`config.mk`:
```
export PLATFORM = sky130hd
export DESIGN_NAME = uart_tx_queue
export DESIGN_NICKNAME = d
export VERILOG_FILES = /design/src/rtl/uart_pkg.sv /design/src/rtl/uart_txq_mem.sv /design/src/rtl/uart_tx_queue.sv
export SDC_FILE = /design/constraint.sdc
export NUM_CORES = 1
export LEC_CHECK = 0
export CORE_UTILIZATION = 40
export DETAILED_ROUTE_END_ITERATION = 8
export GPL_TIMING_DRIVEN = 0
export PLACE_DENSITY_LB_ADDON = 0.2
export SYNTH_ARGS = -nofsm -noshare
export SYNTH_HDL_FRONTEND = slang
export SYNTH_SLANG_ARGS = --single-unit
```
`constraint.sdc`:
```
create_clock -name clk -period 3.2 [get_ports clk]
set_input_delay 0.32 -clock clk [delete_from_list [all_inputs] [get_ports clk]]
set_output_delay 0.32 -clock clk [all_outputs]
set_load 0.05 [all_outputs]
```
`src/rtl/uart_pkg.sv`:
```
// ---------------------------------------------------------------------------
// uart_pkg
// Shared definitions for the UART transmit path.
//   BYTE_W       : width of one UART data byte
//   txq_state_t  : output FSM states of uart_tx_queue
// Optional feature macro: UART_TXQ_GAP_EN adds the GAP state.
// ---------------------------------------------------------------------------
package uart_pkg;

    localparam int BYTE_W = 8;

    typedef enum logic [1:0] {
        ST_IDLE    = 2'd0,
        ST_PRESENT = 2'd1
`ifdef UART_TXQ_GAP_EN
        ,
        ST_GAP     = 2'd2
`endif
    } txq_state_t;

endpackage

```
`src/rtl/uart_txq_mem.sv`:
```
// ---------------------------------------------------------------------------
// uart_txq_mem
// Simple dual-port DEPTH x BYTE_W register array: synchronous write,
// combinational read. Contents are not reset; occupancy is tracked outside.
// Ports:
//   clk    in   clock
//   we     in   write enable
//   waddr  in   write address
//   wdata  in   write byte
//   raddr  in   read address
//   rdata  out  byte stored at raddr
// ---------------------------------------------------------------------------
module uart_txq_mem
    import uart_pkg::*;
#(
    parameter int DEPTH = 16,
    parameter int AW    = $clog2(DEPTH)
) (
    input  logic              clk,
    input  logic              we,
    input  logic [AW-1:0]     waddr,
    input  logic [BYTE_W-1:0] wdata,
    input  logic [AW-1:0]     raddr,
    output logic [BYTE_W-1:0] rdata
);

    logic [BYTE_W-1:0] mem [DEPTH];

    always_ff @(posedge clk) begin
        if (we) begin
            mem[waddr] <= wdata;
        end
    end

    assign rdata = mem[raddr];

endmodule

```
`src/rtl/uart_tx_queue.sv`:
```
// ---------------------------------------------------------------------------
// uart_tx_queue
// Transmit byte queue in front of the UART transmitter. Host write strobes
// are buffered in a circular FIFO and handed to the transmitter one byte at
// a time through a registered valid/ready output stage.
// Optional feature macro: UART_TXQ_GAP_EN -- when defined, GAP_CYCLES idle
// cycles are inserted after every handshake (GAP_CYCLES = 0 disables it).
// Ports:
//   clk       in   clock, rising edge
//   rst       in   asynchronous active-high reset
//   wr_en     in   host write strobe
//   wr_data   in   byte to enqueue
//   clr_ovf   in   clear the sticky overflow flag
//   tx_data   out  byte presented to the transmitter
//   tx_valid  out  tx_data is valid
//   tx_ready  in   transmitter accepts tx_data
//   count     out  FIFO memory occupancy (output register excluded)
//   empty     out  nothing in memory and nothing presented
//   afull     out  count >= AFULL_LEVEL
//   overflow  out  sticky: a write was dropped
// ---------------------------------------------------------------------------
module uart_tx_queue
    import uart_pkg::*;
#(
    parameter int DEPTH       = 16,
    parameter int AFULL_LEVEL = 12,
    parameter int GAP_CYCLES  = 0
) (
    input  logic                     clk,
    input  logic                     rst,
    input  logic                     wr_en,
    input  logic [BYTE_W-1:0]        wr_data,
    input  logic                     clr_ovf,
    output logic [BYTE_W-1:0]        tx_data,
    output logic                     tx_valid,
    input  logic                     tx_ready,
    output logic [$clog2(DEPTH):0]   count,
    output logic                     empty,
    output logic                     afull,
    output logic                     overflow
);

    localparam int AW = $clog2(DEPTH);
    localparam int CW = AW + 1;

    txq_state_t        state;
    logic [AW-1:0]     wr_ptr;
    logic [AW-1:0]     rd_ptr;
    logic [CW-1:0]     count_q;
    logic [BYTE_W-1:0] rd_data;

    logic has_data;
    logic full;
    logic hs;
    logic gap_go;
    logic load;
    logic wr_acc;
    logic drop;

    assign has_data = (count_q != '0);
    assign full     = (count_q == CW'(DEPTH));
    assign hs       = tx_valid && tx_ready;

`ifdef UART_TXQ_GAP_EN
    logic [15:0] gap_cnt;
    assign gap_go = hs && (GAP_CYCLES != 0);
`else
    logic unused_gap_cycles;
    assign unused_gap_cycles = (GAP_CYCLES != 0);
    assign gap_go            = 1'b0;
`endif

    // A load pulls mem[rd_ptr] into the output register: from IDLE, or as a
    // back-to-back reload on a handshake that is not followed by a gap.
    assign load = has_data &&
                  ((state == ST_IDLE) || ((state == ST_PRESENT) && hs && !gap_go));

    // A load in the same cycle frees a slot, so a write to a full FIFO is
    // still accepted then (the old entry is read before the edge overwrites it).
    assign wr_acc = wr_en && (!full || load);
    assign drop   = wr_en && !wr_acc;

    uart_txq_mem #(
        .DEPTH (DEPTH),
        .AW    (AW)
    ) u_mem (
        .clk   (clk),
        .we    (wr_acc),
        .waddr (wr_ptr),
        .wdata (wr_data),
        .raddr (rd_ptr),
        .rdata (rd_data)
    );

    always_ff @(posedge clk or posedge rst) begin
        if (rst) begin
            wr_ptr  <= '0;
            count_q <= '0;
        end else begin
            if (wr_acc) begin
                wr_ptr <= wr_ptr + 1'b1;
            end
            count_q <= count_q + CW'(wr_acc) - CW'(load);
        end
    end

    always_ff @(posedge clk or posedge rst) begin
        if (rst) begin
            overflow <= 1'b0;
        end else if (drop) begin
            overflow <= 1'b1;
        end else if (clr_ovf) begin
            overflow <= 1'b0;
        end
    end

    always_ff @(posedge clk or posedge rst) begin
        if (rst) begin
            state    <= ST_IDLE;
            tx_valid <= 1'b0;
            tx_data  <= '0;
            rd_ptr   <= '0;
`ifdef UART_TXQ_GAP_EN
            gap_cnt  <= '0;
`endif
        end else begin
            case (state)
                ST_IDLE: begin
                    if (load) begin
                        tx_data  <= rd_data;
                        rd_ptr   <= rd_ptr + 1'b1;
                        tx_valid <= 1'b1;
                        state    <= ST_PRESENT;
                    end
                end
                ST_PRESENT: begin
                    if (hs) begin
`ifdef UART_TXQ_GAP_EN
                        if (gap_go) begin
                            gap_cnt  <= 16'(GAP_CYCLES - 1);
                            tx_valid <= 1'b0;
                            state    <= ST_GAP;
                        end else
`endif
                        if (load) begin
                            tx_data <= rd_data;
                            rd_ptr  <= rd_ptr + 1'b1;
                        end else begin
                            tx_valid <= 1'b0;
                            state    <= ST_IDLE;
                        end
                    end
                end
`ifdef UART_TXQ_GAP_EN
                ST_GAP: begin
                    if (gap_cnt == 16'd0) begin
                        state <= ST_IDLE;
                    end else begin
                        gap_cnt <= gap_cnt - 16'd1;
                    end
                end
`endif
                default: begin
                    tx_valid <= 1'b0;
                    state    <= ST_IDLE;
                end
            endcase
        end
    end

    assign count = count_q;
    assign empty = !has_data && !tx_valid;
    assign afull = (count_q >= CW'(AFULL_LEVEL));

endmodule

```
==> flow_metrics.py <==
metrics = {
    "pwr": {
        "total_power_mw": 6.99,
        "internal_power_mw": 4.72,
        "pwr-share-seq_pct": 37.5,
        "cellPowerDensity_mw_per_mm2": 953,
        "p_switching_mw": 2.27,
        "switching_share_pct": 32.4,
        "p_comb_share_pct": 33.6,
        "peakVddDrop_mv": 0.392,
        "leakagePower_nw": 2.53,
        "power_frac_clock_pct": 29.0,
    },
    "routing": {
        "drt_pre_antenna_iters": 4,
        "wirelength_um": 12300,
        "vias_per_cell": 5.25,
        "drc": 0,
        "drt_iter0_drc": 303,
        "dr_total_vias": 2985,
        "ant_nets": 0,
        "wl_per_cell_um": 21.6,
    },
    "synthesis": {
        "synth.avg_cell_area_um2": 19.1,
        "syn_inst": 320,
        "syn_area_mm2": 0.00613,
        "synth_nets": 347,
        "synth_cell_types": 39,
        "yosys_register_bits": 151,
        "ys_warn_count": 0,
        "synth_seq_area_share_pct": 72.1,
        "synth_edf_count": 128,
        "synthArstFlopShare_pct": 15.2,
        "synthFlopType": "edfxtp_1",
    },
    "finish": {
        "fillers": 1249,
        "area_growth_pct": 19.6,
        "fin_area_mm2": 0.00733,
        "multi_input_area_mm2": 0.00160,
        "diodes": 0,
        "finish.utilization_pct": 49.7,
        "layout_common_cells": "edfxtp_1, mux4_2, clkdlybuf4s50_1",
        "final_nets": 399,
        "layout_commonest_cell": "edfxtp_1",
        "drive_gt1_share_pct": 23.1,
        "fin_cells": 569,
        "final-seq-area_mm2": 0.00442,
    },
    "setup_path": {
        "cp.arrival_ns": 3.29,
        "path_class": "reg2reg",
        "startpoint_type": "register",
        "crit_buf_inv": 5,
        "cpMostUsedCell": "inv_1",
        "path_max_fanout": 8,
        "cpMaxStageDelayCell": "dfrtp_1",
        "slowest_delay_ns": 0.42,
        "cp.required_ns": 3.55,
        "path_delay_family": "adder cells",
        "end_kind": "register",
        "cp_cell_sequence": "inv_1, ha_1, nor3b_2, a31oi_4, inv_2, ha_1, inv_1, ha_1, inv_1, fa_1, inv_1, a21oi_1, o21bai_1, xor2_1",
    },
    "sta": {
        "setup_tns_ns": 0,
        "setup_violations": 0,
        "fin_skew_ns": 0.00696,
        "relSlewSlack_pct": 28.2,
        "max_freq_ghz": 0.339,
        "post-route-period-util_pct": 92.2,
        "hold_viol": 0,
        "worstMarginPinSlew_ns": 1.07,
        "finalCriticalPeriod_ns": 2.95,
        "rsz0062_at_grt": "false",
        "finalMaxSlewViolations": 0,
    },
    "floorplanning": {
        "io_pins": 30,
        "die-area_mm2": 0.0158,
        "floorplan.rows": 44,
        "die_x_um": 126,
        "die_height_um": 126,
        "core-area_mm2": 0.0148,
        "initial_core_util_pct": 41.5,
    },
    "cts": {
        "cts_root_buffer": "clkbuf_16",
        "cts_max_level": 4,
        "cts_resized": 0,
        "cts_sinks": 151,
        "worst_skew_pair.late_latency_ns": 0.42,
        "postCtsHoldBufs": 0,
        "cts_tree": "yes",
        "clockBufferDepth": 2,
        "cts_buffers": 17,
        "clkTransAtPathRegs_ns": 0.06,
        "cts_setup_buffers": 0,
    },
    "place": {
        "finalWeightedCongestion": 0.726,
        "dp_hpwl_um": 8160,
        "portBuffers": 29,
        "place_area_mm2": 0.00672,
        "post-place-cells": 537,
    },
    "min_path": {
        "hp-class": "in2async",
    },
    "run": {
        "drv_cap": 0,
    },
    "global_route": {
        "grt_pass1_vias": 3081,
        "grt_usage_pct": 17.0,
        "antenna_found_initial": 0,
        "grt_max_degree": 24,
        "grt_pass1_wl_um": 18800,
        "gr-total-overflow": 0,
    },
    "run_status": {
        "outcome": "complete, no violations",
    },
}
sequential cells by signal (all words and copies together) (netlist names):
signal / flops
u_mem.mem: 128
tx_data: 8
count: 5
rd_ptr: 4
wr_ptr: 4
overflow: 1
tx_valid: 1
path summary, 6_finish.rpt:
kind,from,end,slack [ns],depth (start not counted)
max,count[2]$_DFF_PP0_,count[4]$_DFF_PP0_,0.25,14
min,rst,wr_ptr[3]$_DFFE_PP0P_,0.42,2
max reg2reg,count[2]$_DFF_PP0_,count[4]$_DFF_PP0_,0.25,14
min reg2reg,tx_data[3]$_DFFE_PP0P_,tx_data[3]$_DFFE_PP0P_,0.51,2
max in group asynchronous,rst,tx_data[1]$_DFFE_PP0P_,2.19,2
min in group clk,clr_ovf,overflow$_DFFE_PP0P_,0.47,2
through the flow:
step / setup slack (ns) / hold slack, ns
4_1_cts: 0.0703 / 0.463
5_1_grt: 0.0147 / 0.485
3_5_place_dp: 0.0878 / 0.490
6_report: 0.251 / 0.421
3_3_place_gp: -0.451 / 0.486
2_1_floorplan: 0.157 / 0.322
cell usage after synthesis, types with 4 or more instances:
| library cell | count | area (um^2) |
|---|---|---|
| edfxtp_1 | 128 | 3840 |
| mux4_2 | 32 | 721 |
| dfrtp_1 | 23 | 576 |
| inv_1 | 19 | 71.3 |
| mux2i_1 | 15 | 150 |
| nand2_1 | 15 | 56.3 |
| ha_1 | 13 | 163 |
| nor2_1 | 7 | 26.3 |
| o221ai_1 | 7 | 61.3 |
| xnor2_1 | 7 | 61.3 |
| buf_2 | 6 | 30.0 |
| and2_1 | 4 | 25.0 |
| buf_6 | 4 | 45.0 |
| nor3_1 | 4 | 20.0 |
| nor4_1 | 4 | 25.0 |
power groups by stage:
stage               Clock, mW  Combinational, mW  Sequential [mW]
finish                   2.03               2.35             2.62
detailed placement          0               2.38             2.66
global route             2.15               2.52             2.65
floorplan                   0               1.39             2.90
CTS                      2.05               2.39             2.62
global placement            0               2.31             2.65
routing by layer:
metal  part of all wire (%)  track usage (%)  vias to the layer above
li1                       -                -                     1366
met1                     48             24.0                     1545
met2                     46             25.6                       60
met3                    4.8             4.29                       14
met4                    1.3             6.17                        0
met5                      0                0                        -
kinds of logic (layout without fill, tap and decap cells):
logic type,Yosys count,after routing,synth area share [%]
and+or+nand+nor,48,48,4.21
muxes,47,47,14.2
DFF,151,151,72.1
buffers and inverters,34,99,2.76
xor gates and xnor gates,9,9,1.29
adders and majority gates,14,14,2.98
AOI/OAI and AO/OA,17,17,2.43
layout make-up:
cell class | instances | area share [%]
Sequential cell | 151 | 60.3
Multi-Input combinational cell | 135 | 21.8
Clock buffer | 20 | 5.96
Timing Repair Buffer | 33 | 4.37
Tap cell | 184 | 3.14
Clock inverter | 12 | 2.15
Buffer | 14 | 1.28
Inverter | 20 | 1.02
(Power assumes the default switching activity.)
